$ cat config.mk
export PLATFORM = sky130hd
export DESIGN_NAME = imm_enc_flat
export DESIGN_NICKNAME = d
export VERILOG_FILES = /design/src/rtl/imm_enc_if.sv /design/src/rtl/imm_enc.sv /design/src/flat_wrapper.sv
export SDC_FILE = /design/constraint.sdc
export NUM_CORES = 1
export LEC_CHECK = 0
export ABC_AREA = 1
export CORE_MARGIN = 2
export CORE_UTILIZATION = 40
export CTS_CLUSTER_SIZE = 16
export DETAILED_ROUTE_END_ITERATION = 6
export PLACE_DENSITY = 0.79
export SETUP_SLACK_MARGIN = 0.1
export SYNTH_ARGS = -nofsm -noshare
export SYNTH_HDL_FRONTEND = slang
export SYNTH_SLANG_ARGS = --single-unit
export TNS_END_PERCENT = 20
$ cat constraint.sdc
create_clock -name clk_i -period 5.95 [get_ports clk_i]
set_input_delay 0.595 -clock clk_i [delete_from_list [all_inputs] [get_ports clk_i]]
set_output_delay 0.595 -clock clk_i [all_outputs]
set_load 0.03 [all_outputs]
$ cat src/rtl/imm_enc_if.sv
// Request/response bundle for the RV32 immediate encoder.
// The master side builds requests and consumes encoded words.
interface imm_enc_if #(
    parameter int IMM_W = 32,
    parameter int CNT_W = 16
);
    logic             in_valid_i;
    logic             in_ready_o;
    logic [5:1]       sel_i;
    logic [IMM_W-1:0] imm_i;
    logic [31:0]      base_i;
    logic             out_valid_o;
    logic             out_ready_i;
    logic [31:0]      inst_o;
    logic             err_o;
    logic [CNT_W-1:0] enc_cnt_o;
    logic [CNT_W-1:0] err_cnt_o;

    modport master (
        output in_valid_i, sel_i, imm_i, base_i, out_ready_i,
        input  in_ready_o, out_valid_o, inst_o, err_o, enc_cnt_o, err_cnt_o
    );

    modport slave (
        input  in_valid_i, sel_i, imm_i, base_i, out_ready_i,
        output in_ready_o, out_valid_o, inst_o, err_o, enc_cnt_o, err_cnt_o
    );
endinterface

$ cat src/rtl/imm_enc.sv
// RV32 immediate encoder: packs a sign-extended immediate into I/S/B/U/J fields and flags
// unrepresentable values, through a 2-entry output FIFO. IMM_W must be >= 21.
// Statistics counters are built only with YSYX_23060251_IMM_ENC_CNT_EN defined.
module imm_enc #(
    parameter int IMM_W = 32,
    parameter int CNT_W = 16
) (
    input logic        clk_i,
    input logic        rst_i,
    imm_enc_if.slave   bus
);

    localparam logic [31:0] MASK_I = 32'hFFF0_0000;
    localparam logic [31:0] MASK_S = 32'hFE00_0F80;
    localparam logic [31:0] MASK_B = 32'hFE00_0F80;
    localparam logic [31:0] MASK_U = 32'hFFFF_F000;
    localparam logic [31:0] MASK_J = 32'hFFFF_F000;

    logic [IMM_W-1:0] imm;
    logic [31:0]      imm32;
    logic [5:1]       sel;
    logic             fit12;
    logic             fit13;
    logic             fit21;
    logic             u_hi_ok;
    logic             range_ok;
    logic [31:0]      mask;
    logic [31:0]      enc;
    logic             enc_err;
    logic [31:0]      enc_inst;

    assign imm = bus.imm_i;
    assign sel = bus.sel_i;

    // Only the low 32 bits of a wider immediate land in the instruction word.
    if (IMM_W >= 32) begin : g_imm_wide
        assign imm32 = imm[31:0];
    end else begin : g_imm_narrow
        assign imm32 = {{(32-IMM_W){imm[IMM_W-1]}}, imm};
    end

    if (IMM_W > 32) begin : g_u_hi
        assign u_hi_ok = (&imm[IMM_W-1:31]) | ~(|imm[IMM_W-1:31]);
    end else begin : g_u_no_hi
        assign u_hi_ok = 1'b1;
    end

    // A value fits an N-bit signed field when every bit from N-1 upward equals the sign.
    assign fit12 = (&imm[IMM_W-1:11]) | ~(|imm[IMM_W-1:11]);
    assign fit13 = (&imm[IMM_W-1:12]) | ~(|imm[IMM_W-1:12]);
    assign fit21 = (&imm[IMM_W-1:20]) | ~(|imm[IMM_W-1:20]);

    always_comb begin
        range_ok = 1'b0;
        enc      = '0;
        mask     = '0;

        // Illegal multi-hot selects clear the union of their immediate fields.
        if (sel[1]) mask = mask | MASK_I;
        if (sel[2]) mask = mask | MASK_S;
        if (sel[3]) mask = mask | MASK_B;
        if (sel[4]) mask = mask | MASK_U;
        if (sel[5]) mask = mask | MASK_J;

        case (sel)
            5'b00001: begin
                range_ok = fit12;
                enc      = {imm32[11:0], 20'b0};
            end
            5'b00010: begin
                range_ok = fit12;
                enc      = {imm32[11:5], 13'b0, imm32[4:0], 7'b0};
            end
            5'b00100: begin
                range_ok = fit13 & ~imm[0];
                enc      = {imm32[12], imm32[10:5], 13'b0, imm32[4:1], imm32[11], 7'b0};
            end
            5'b01000: begin
                range_ok = ~(|imm[11:0]) & u_hi_ok;
                enc      = {imm32[31:12], 12'b0};
            end
            5'b10000: begin
                range_ok = fit21 & ~imm[0];
                enc      = {imm32[20], imm32[10:1], imm32[11], imm32[19:12], 12'b0};
            end
            default: begin
                range_ok = 1'b0;
                enc      = '0;
            end
        endcase
    end

    assign enc_err  = ~range_ok;
    assign enc_inst = (bus.base_i & ~mask) | (enc_err ? 32'b0 : enc);

    logic [32:0] mem_q [2];
    logic        rd_ptr_q;
    logic        wr_ptr_q;
    logic [1:0]  cnt_q;
    logic        in_ready;
    logic        out_valid;
    logic        push;
    logic        pop;

    assign in_ready  = (cnt_q != 2'd2);
    assign out_valid = (cnt_q != 2'd0);
    assign push      = bus.in_valid_i & in_ready;
    assign pop       = out_valid & bus.out_ready_i;

    always_ff @(posedge clk_i) begin
        if (rst_i) begin
            mem_q[0] <= '0;
            mem_q[1] <= '0;
            rd_ptr_q <= 1'b0;
            wr_ptr_q <= 1'b0;
            cnt_q    <= 2'd0;
        end else begin
            if (push) begin
                mem_q[wr_ptr_q] <= {enc_err, enc_inst};
                wr_ptr_q        <= ~wr_ptr_q;
            end
            if (pop) begin
                rd_ptr_q <= ~rd_ptr_q;
            end
            case ({push, pop})
                2'b10:   cnt_q <= cnt_q + 2'd1;
                2'b01:   cnt_q <= cnt_q - 2'd1;
                default: cnt_q <= cnt_q;
            endcase
        end
    end

    assign bus.in_ready_o  = in_ready;
    assign bus.out_valid_o = out_valid;
    assign bus.inst_o      = mem_q[rd_ptr_q][31:0];
    assign bus.err_o       = mem_q[rd_ptr_q][32];

`ifdef YSYX_23060251_IMM_ENC_CNT_EN
    logic [CNT_W-1:0] enc_cnt_q;
    logic [CNT_W-1:0] err_cnt_q;

    // Counters saturate so a long self-test never reports a wrapped small number.
    always_ff @(posedge clk_i) begin
        if (rst_i) begin
            enc_cnt_q <= '0;
            err_cnt_q <= '0;
        end else if (push) begin
            if (~&enc_cnt_q) enc_cnt_q <= enc_cnt_q + 1'b1;
            if (enc_err && ~&err_cnt_q) err_cnt_q <= err_cnt_q + 1'b1;
        end
    end

    assign bus.enc_cnt_o = enc_cnt_q;
    assign bus.err_cnt_o = err_cnt_q;
`else
    assign bus.enc_cnt_o = '0;
    assign bus.err_cnt_o = '0;
`endif

endmodule

$ cat src/flat_wrapper.sv
// flat-port wrapper written by rule: the top's interface ports become plain ports
module imm_enc_flat 
#(
    parameter int IMM_W = 32,
    parameter int CNT_W = 16
)
  (clk_i, rst_i, bus_in_valid_i, bus_sel_i, bus_imm_i, bus_base_i, bus_out_ready_i, bus_in_ready_o, bus_out_valid_o, bus_inst_o, bus_err_o, bus_enc_cnt_o, bus_err_cnt_o);
  imm_enc_if #(.IMM_W(IMM_W), .CNT_W(CNT_W)) bus_i ();
  input logic clk_i;
  input logic rst_i;
  input wire logic [$bits(bus_i.in_valid_i)-1:0] bus_in_valid_i;
  input wire logic [$bits(bus_i.sel_i)-1:0] bus_sel_i;
  input wire logic [$bits(bus_i.imm_i)-1:0] bus_imm_i;
  input wire logic [$bits(bus_i.base_i)-1:0] bus_base_i;
  input wire logic [$bits(bus_i.out_ready_i)-1:0] bus_out_ready_i;
  output wire logic [$bits(bus_i.in_ready_o)-1:0] bus_in_ready_o;
  output wire logic [$bits(bus_i.out_valid_o)-1:0] bus_out_valid_o;
  output wire logic [$bits(bus_i.inst_o)-1:0] bus_inst_o;
  output wire logic [$bits(bus_i.err_o)-1:0] bus_err_o;
  output wire logic [$bits(bus_i.enc_cnt_o)-1:0] bus_enc_cnt_o;
  output wire logic [$bits(bus_i.err_cnt_o)-1:0] bus_err_cnt_o;
  assign bus_i.in_valid_i = bus_in_valid_i;
  assign bus_i.sel_i = bus_sel_i;
  assign bus_i.imm_i = bus_imm_i;
  assign bus_i.base_i = bus_base_i;
  assign bus_i.out_ready_i = bus_out_ready_i;
  assign bus_in_ready_o = bus_i.in_ready_o;
  assign bus_out_valid_o = bus_i.out_valid_o;
  assign bus_inst_o = bus_i.inst_o;
  assign bus_err_o = bus_i.err_o;
  assign bus_enc_cnt_o = bus_i.enc_cnt_o;
  assign bus_err_cnt_o = bus_i.err_cnt_o;
  imm_enc #(.IMM_W(IMM_W), .CNT_W(CNT_W)) u_core (.clk_i(clk_i), .rst_i(rst_i), .bus(bus_i));
endmodule
After elaboration in Yosys (flattened, before gate mapping)
Memory sizes are Yosys's and may differ from the RTL's. A register that Yosys moved wholly into a read port is not among the register bits.
Cells that the tools add are included.
- memory bits (read-only): 0
- register bits: 4
- input bits: 73
- memories: 1
- bits in latches: 0
- RAM bits: 66
- memories (memory ; depth ; bits a word ; read ports ; clocked after Yosys merged registers in ; write ports ; RTL line ; RTL):
    u_core.mem_q ; 2 ; 33 ; 1 ; 1 ; 2 ; imm_enc.sv:96 ; logic [32:0] mem_q [2];
- add/sub/neg operators: 2
- reductions and logical operators: 11
- eq/ne operators: 8
- divide/modulo/power cells: 0
- multiply operators: 0
- bitwise gates (word level): 18
- mux-type cells: 19
- shift-type cells: 0
- magnitude comparators: 0
- operators with widths (kind ; count):
    $mux 32 ; 6
    $pmux 32 s5 ; 1
    $mux 33 ; 1
    $reduce_or 33->1 ; 1
    $and 32x32->32 ; 1
    $not 32->32 ; 1
    $or 32x32->32 ; 1
    $reduce_or 12->1 ; 2
    $reduce_and 21->1 ; 1
    $reduce_or 21->1 ; 1
    $reduce_and 20->1 ; 1
    $reduce_or 20->1 ; 1
    $reduce_and 12->1 ; 1
    $mux 1 ; 9
    $not 1->1 ; 8
    $eq 5x1->1 const B ; 1
    $eq 5x2->1 const B ; 1
    $eq 5x3->1 const B ; 1
    $eq 5x4->1 const B ; 1
    $eq 5x5->1 const B ; 1
    $and 1x1->1 ; 4
    $pmux 1 s4 ; 1
    $pmux 2 s2 ; 1
    $reduce_bool 2->1 ; 2
    7 further kinds ; 9

Logic depth before layout (Yosys ltp)
Gate-level depths: netlist of run 1.
- word-level depth: 9
- gate-level depth with buffers: 13

Worst setup path after synthesis of run 1
OpenSTA, ideal clock, no wires.
- path kind: reg2reg
- start point: reg u_core.cnt_q[0]
- end point: mem u_core.mem_q[0][0], enable pin
- path slack: 3.576 ns
- setup time: 0.485 ns
- arrival time: 1.889 ns
- clock period less this slack: 2.374 ns
- stages on the path, launching flop included: 8
- data required time: 5.465 ns
- path through: dfxtp_1 -> inv_1 -> nand2_1 -> nand2_1 -> nor2_1 -> nand2_1 -> clkbuf_1 -> nand2_1
- RTL lines (element ; RTL line ; RTL):
    from (decl) ; imm_enc.sv:99 ; logic [1:0] cnt_q;
    from (signal assigned) ; imm_enc.sv:126 ; 2'b10: cnt_q <= cnt_q + 2'd1;
    from (signal assigned) ; imm_enc.sv:127 ; 2'b01: cnt_q <= cnt_q - 2'd1;
    from (signal assigned) ; imm_enc.sv:128 ; default: cnt_q <= cnt_q;
    to (decl) ; imm_enc.sv:96 ;

==> results of run 1 <==
## registers in the layout, summed over array words and instances (netlist names), named ones only
register         count
u_core.rd_ptr_q      1
u_core.wr_ptr_q      1
u_core.mem_q        66
u_core.cnt_q         2
## through the flow
step           hold WS, ns  cells  power, uW  worst slack, ns
2_1_floorplan        0.426    465        894             3.58
3_3_place_gp         0.435    665       1050             2.95
3_5_place_dp         0.442    665       1060             2.84
4_1_cts              0.454    681       1450             3.19
5_1_grt              0.493    681       1500             2.95
6_report             0.454    681       1440             3.16
## logic make-up after synthesis
family          Yosys count  synth area share [%]
fa+ha+maj                 1                 0.308
buf+inv                  88                  11.7
compound gates           74                  9.40
mux                      33                  9.16
other cells               1                0.0924
simple gates            166                  18.1
flops                    71                  51.3
## cells in the final DEF (no fill, tap or decap), types with 5 or more instances in the layout
cell type	netlist	final
inv_1	41	41
nand4_1	7	7
edfxtp_1	66	66
mux2_2	33	33
conb_1	1	32
buf_4	32	6
clkdlybuf4s50_1	0	107
nand2_2	18	18
o21ai_0	13	13
a21oi_1	55	55
clkbuf_8	0	9
nand3_1	5	5
nor2_1	51	51
nand2_1	78	78
dfxtp_1	5	5
## layer usage
metal	wire length [um]	share of wire (%)	track usage [%]
met2	5200	50	34.5
met5	0	0	0
met3	855	8.2	3.68
met1	4220	40	23.3
met4	136	1.3	6.57
## final cells by class
class | instances | area (um2)
Clock buffer | 12 | 178
Clock inverter | 4 | 32.5
Fill cell | 927 | 4470
Inverter | 42 | 158
Multi-Input combinational cell | 306 | 1620
Sequential cell | 71 | 2080
Tap cell | 133 | 166
Timing Repair Buffer | 113 | 1120
## worst max path at each step
stage	end
floorplan	u_core.mem_q[0][0]
global placement	u_core.mem_q[0][31]
detailed placement	u_core.mem_q[0][13]
CTS	u_core.mem_q[0][13]
global route	u_core.mem_q[0][15]
finish	u_core.mem_q[0][13]
## power by group
part           internal (uW)  switching, uW
Combinational            182            260
Clock                    205            188
Sequential               593           13.1
==> impl_metrics.tcl, run 1 <==
set metrics [dict create \
    fmax_mhz 358 \
    routed_wl_um 10400 \
    synth-main-ff-cell "edfxtp_1" \
    fin_setup_tns_ns 0 \
    grt_pass1_vias 3449 \
    crit_fanout 27 \
    antenna_left 0 \
    crit_type "primary input to flip-flop" \
    wl_per_cell_um 15.3 \
    dr.pass1.iters 5 \
    postLayoutCoreUtil_pct 54.5 \
    seq_area_frac_synth_pct 51.3 \
    startpoint "bus_sel_i[1]" \
    r2r-end "u_core.mem_q[0][1]" \
    synth_enable_flop_cells 66 \
    viasPerCell 5.00 \
    r2r_slack_ns 3.99 \
    critPathTopFamily "simple AND/OR/NAND/NOR gates" \
    synth_area_per_cell_um2 9.35 \
    via_count 3404 \
    critPathLaunchType "primary input" \
    status "finished, final reports clean" \
    clkSinkCount 71 \
    cp_slowest_cell "nor2_1" \
    setup_viol 0 \
    drc 0 \
    dieHeight_um 105 \
    fin_area_um2 5350 \
    dpl.hpwl_um 7460 \
    htree_levels 3 \
    numCtsBuffers 9 \
    finalCriticalPeriod_ns 2.79 \
    ys_ff_latch 71 \
    cp-end-kind "flip-flop" \
    relSlewSlack_pct 52.8 \
    syn_inst 434 \
    powerDensity_nw_per_um2 269 \
    drv_cap 0 \
    p_leak_uw 0.00208 \
    die_w_um 105 \
    antenna_found_initial 0 \
    drv_slew 0 \
    min_path_cells 1 \
    timing.critical_path.cells "clkdlybuf4s50_1 -> nor2_4 -> nand2_1 -> nor2_1 -> nand3_1 -> o21ai_1 -> nor2_1 -> nand2_4 -> nand2_1 -> a21oi_1" \
    overflow 0 \
    hold_buffers 0 \
    dpl_cell_area_um2 5140 \
    post-route-period-util_pct 46.9 \
    diodes 0 \
    ff2ff_path_depth 8 \
    synth.top_cell.area_share_pct 48.8 \
    worst_ir_drop_vdd_v 0.000116 \
    drt_iter0_drc 288 \
    final_layout_size_suffix_gt1_share_pct 13.9 \
    rsz0062_at_grt "false" \
    cts_buffer_depth 2 \
    yosysWarnings 0 \
    ys_types 29 \
    start_util_pct 41.3 \
    rr_startpoint "u_core.cnt_q[0]" \
    cp_num_buf_inv 1 \
    clk_latency_ns 0.34 \
    grt_start_max_net_pins 36 \
    io-pin-count 140 \
    synth_async_sr_flop_share_pct 0 \
    tightest_slew_ns 0.706 \
    min_path_type "flip-flop to flip-flop" \
    required_ns 6.13 \
    portBuffers 107 \
    worstHoldStart "u_core.rd_ptr_q" \
    post_cts_resize_count 0 \
    grt_pass1_wl_um 16800 \
    synth_area_leaders "edfxtp_1 49%, mux2_2 9.2%, nand2_1 7.2%, a21oi_1 6.8%, buf_4 5.9%" \
    yosys-top-cells-count "78 x nand2_1, 66 x edfxtp_1, 55 x a21oi_1" \
    synth_top_area_cell "edfxtp_1" \
    post-cts-setup-buffers 0 \
    cp.arrival_ns 2.97 \
    cpPeakStageDelay_ns 0.55 \
    tritoncts "yes" \
    placementRows 36 \
    gp_congestion 0.892 \
    yosysMostFrequentCell "nand2_1" \
    finalHoldViolations 0 \
    hold_end "u_core.rd_ptr_q" \
    dieArea_um2 11000 \
    clk_pin_slew_worst_paths_ns 0.08 \
    synth_area_um2 4060 \
    clockRootBuffer "clkbuf_8" \
    cp_num_cells 10 \
    grtUsageTotal_pct 19.3 \
    syn2layout_area_growth_pct 31.8 \
    placeableCoreArea_um2 9820 \
    num-nets-final 617 \
    fin_skew_ns 0.0108 \
]
No activity file was read; power rests on OpenSTA's default activity.
==> inputs of run 2 (changes only) <==
==> constraint.sdc (replaced) <==
create_clock -name clk_i -period 2.9 [get_ports clk_i]
set_input_delay 0.29 -clock clk_i [delete_from_list [all_inputs] [get_ports clk_i]]
set_output_delay 0.29 -clock clk_i [all_outputs]
set_load 0.03 [all_outputs]
==> impl_metrics.tcl, run 2 (same netlist as run 1, synthesis figures left out) <==
set metrics [dict create \
    drt_iter0_drc 279 \
    antenna_found_initial 0 \
    num-nets-final 619 \
    worst_ir_drop_vdd_v 0.000218 \
    dpl.hpwl_um 7780 \
    largestRegisters "u_core.mem_q (66), u_core.cnt_q (2)" \
    dpl_cell_area_um2 5170 \
    clk_pin_slew_worst_paths_ns 0.07 \
    syn2layout_area_growth_pct 31.3 \
    required_ns 2.61 \
    fin_setup_tns_ns 0 \
    wl_per_cell_um 15.6 \
    routed_wl_um 10600 \
    drc 0 \
    largest_reg_flops 66 \
    dieArea_um2 11000 \
    placementRows 36 \
    fin_skew_ns 0.00742 \
    postLayoutCoreUtil_pct 54.3 \
    cp.arrival_ns 2.09 \
    post-cts-setup-buffers 0 \
    diodes 0 \
    numCtsBuffers 9 \
    final_common_cell "clkdlybuf4s50_1" \
    viasPerCell 4.96 \
    cts_buffer_depth 2 \
    powerDensity_nw_per_um2 531 \
    crit_type "flip-flop to output port" \
    finalCriticalPeriod_ns 2.38 \
    drv_cap 0 \
    htree_levels 3 \
    fmax_mhz 420 \
    die_w_um 105 \
    overflow 0 \
    tritoncts "yes" \
    dieHeight_um 105 \
    fin_area_um2 5330 \
    dp_cells 667 \
    dr.pass1.iters 5 \
    min_path_type "flip-flop to flip-flop" \
    clk_latency_ns 0.34 \
    status "finished, final reports clean" \
    grt_pass1_wl_um 16700 \
    grt_pass1_vias 3473 \
    grtUsageTotal_pct 19.3 \
    p_leak_uw 0.00208 \
    grt_start_max_net_pins 35 \
    via_count 3386 \
    drv_slew 0 \
    antenna_left 0 \
    final_cell_mix "107 x clkdlybuf4s50_1, 78 x nand2_1, 66 x edfxtp_1, 55 x a21oi_1, 51 x nor2_1" \
    hold_buffers 0 \
    fin_cells 683 \
    post-route-period-util_pct 82.2 \
    io-pin-count 140 \
    critPathLaunchType "flip-flop" \
    n_fill_cell 930 \
    crit_fanout 33 \
    placeableCoreArea_um2 9820 \
    post-place-ws_ns 0.485 \
    setup_viol 0 \
    cp-end-kind "output port" \
    final_layout_size_suffix_gt1_share_pct 13.8 \
    start_util_pct 41.3 \
    regMostFlops "u_core.mem_q" \
    finalHoldViolations 0 \
    finalWorstSetupSlack_ns 0.516 \
    clockRootBuffer "clkbuf_8" \
    portBuffers 107 \
    rsz0062_at_grt "false" \
    clkSinkCount 71 \
    post_cts_resize_count 0 \
    gp_congestion 0.792 \
]
[run 2: cell count changes in the layout (fill, tap and decap cells not counted), sizes merged]
cell,delta
clkinv,+3
buf,+2
clkinvlp,-2
inv,-1
[run 2: layout make-up]
class                           count  area, um2  area share [%]
Sequential cell                    71       2080            39.1
Multi-Input combinational cell    306       1620            30.4
Timing Repair Buffer              115       1140            21.5
Tap cell                          133        166            3.12
Inverter                           42        158            2.96
Clock buffer                       12        135            2.54
Clock inverter                      4       23.8           0.446
[run 2: worst max-delay path, stage by stage (launching register included)]
cell and delay [ns]:
dfxtp_1 0.31, buf_4 0.41, mux2_2 0.40, clkdlybuf4s50_1 0.61
[run 2: final timing paths]
| kind | from | endpoint | slack [ns] | cells past startpoint |
|---|---|---|---|---|
| setup / recovery | flip-flop | bus_inst_o[7] | 0.52 | 3 |
| hold / removal | u_core.rd_ptr_q | flip-flop | 0.45 | 1 |
| setup reg to reg | u_core.cnt_q[0] | u_core.mem_q[0][0] | 1.22 | 7 |
| hold reg to reg | u_core.rd_ptr_q | flip-flop | 0.45 | 1 |
[run 2: power breakdown]
part	switching (uW)	leakage, uW	internal [uW]
clock network	362	0.0000841	309
registers	27.2	0.000733	1220
logic	536	0.00126	378
total	925	0.00208	1900
[run 2: per-layer routing]
layer	up-vias	routed length [um]	part of all wire, %	track usage (%)
met1	1577	4220	40	22.8
met5	-	0	0	0
li1	1620	-	-	-
met3	11	902	8.5	3.99
met2	178	5400	51	35.2
met4	0	110	1.0	5.71
[run 2: per-stage QoR]
stage / hold slack, ns / total power [uW]
final: 0.452 / 2830
after global routing: 0.479 / 2940
after CTS: 0.456 / 2840
after detailed placement: 0.446 / 2180
after global placement: 0.434 / 2160
after floorplan: 0.426 / 1830
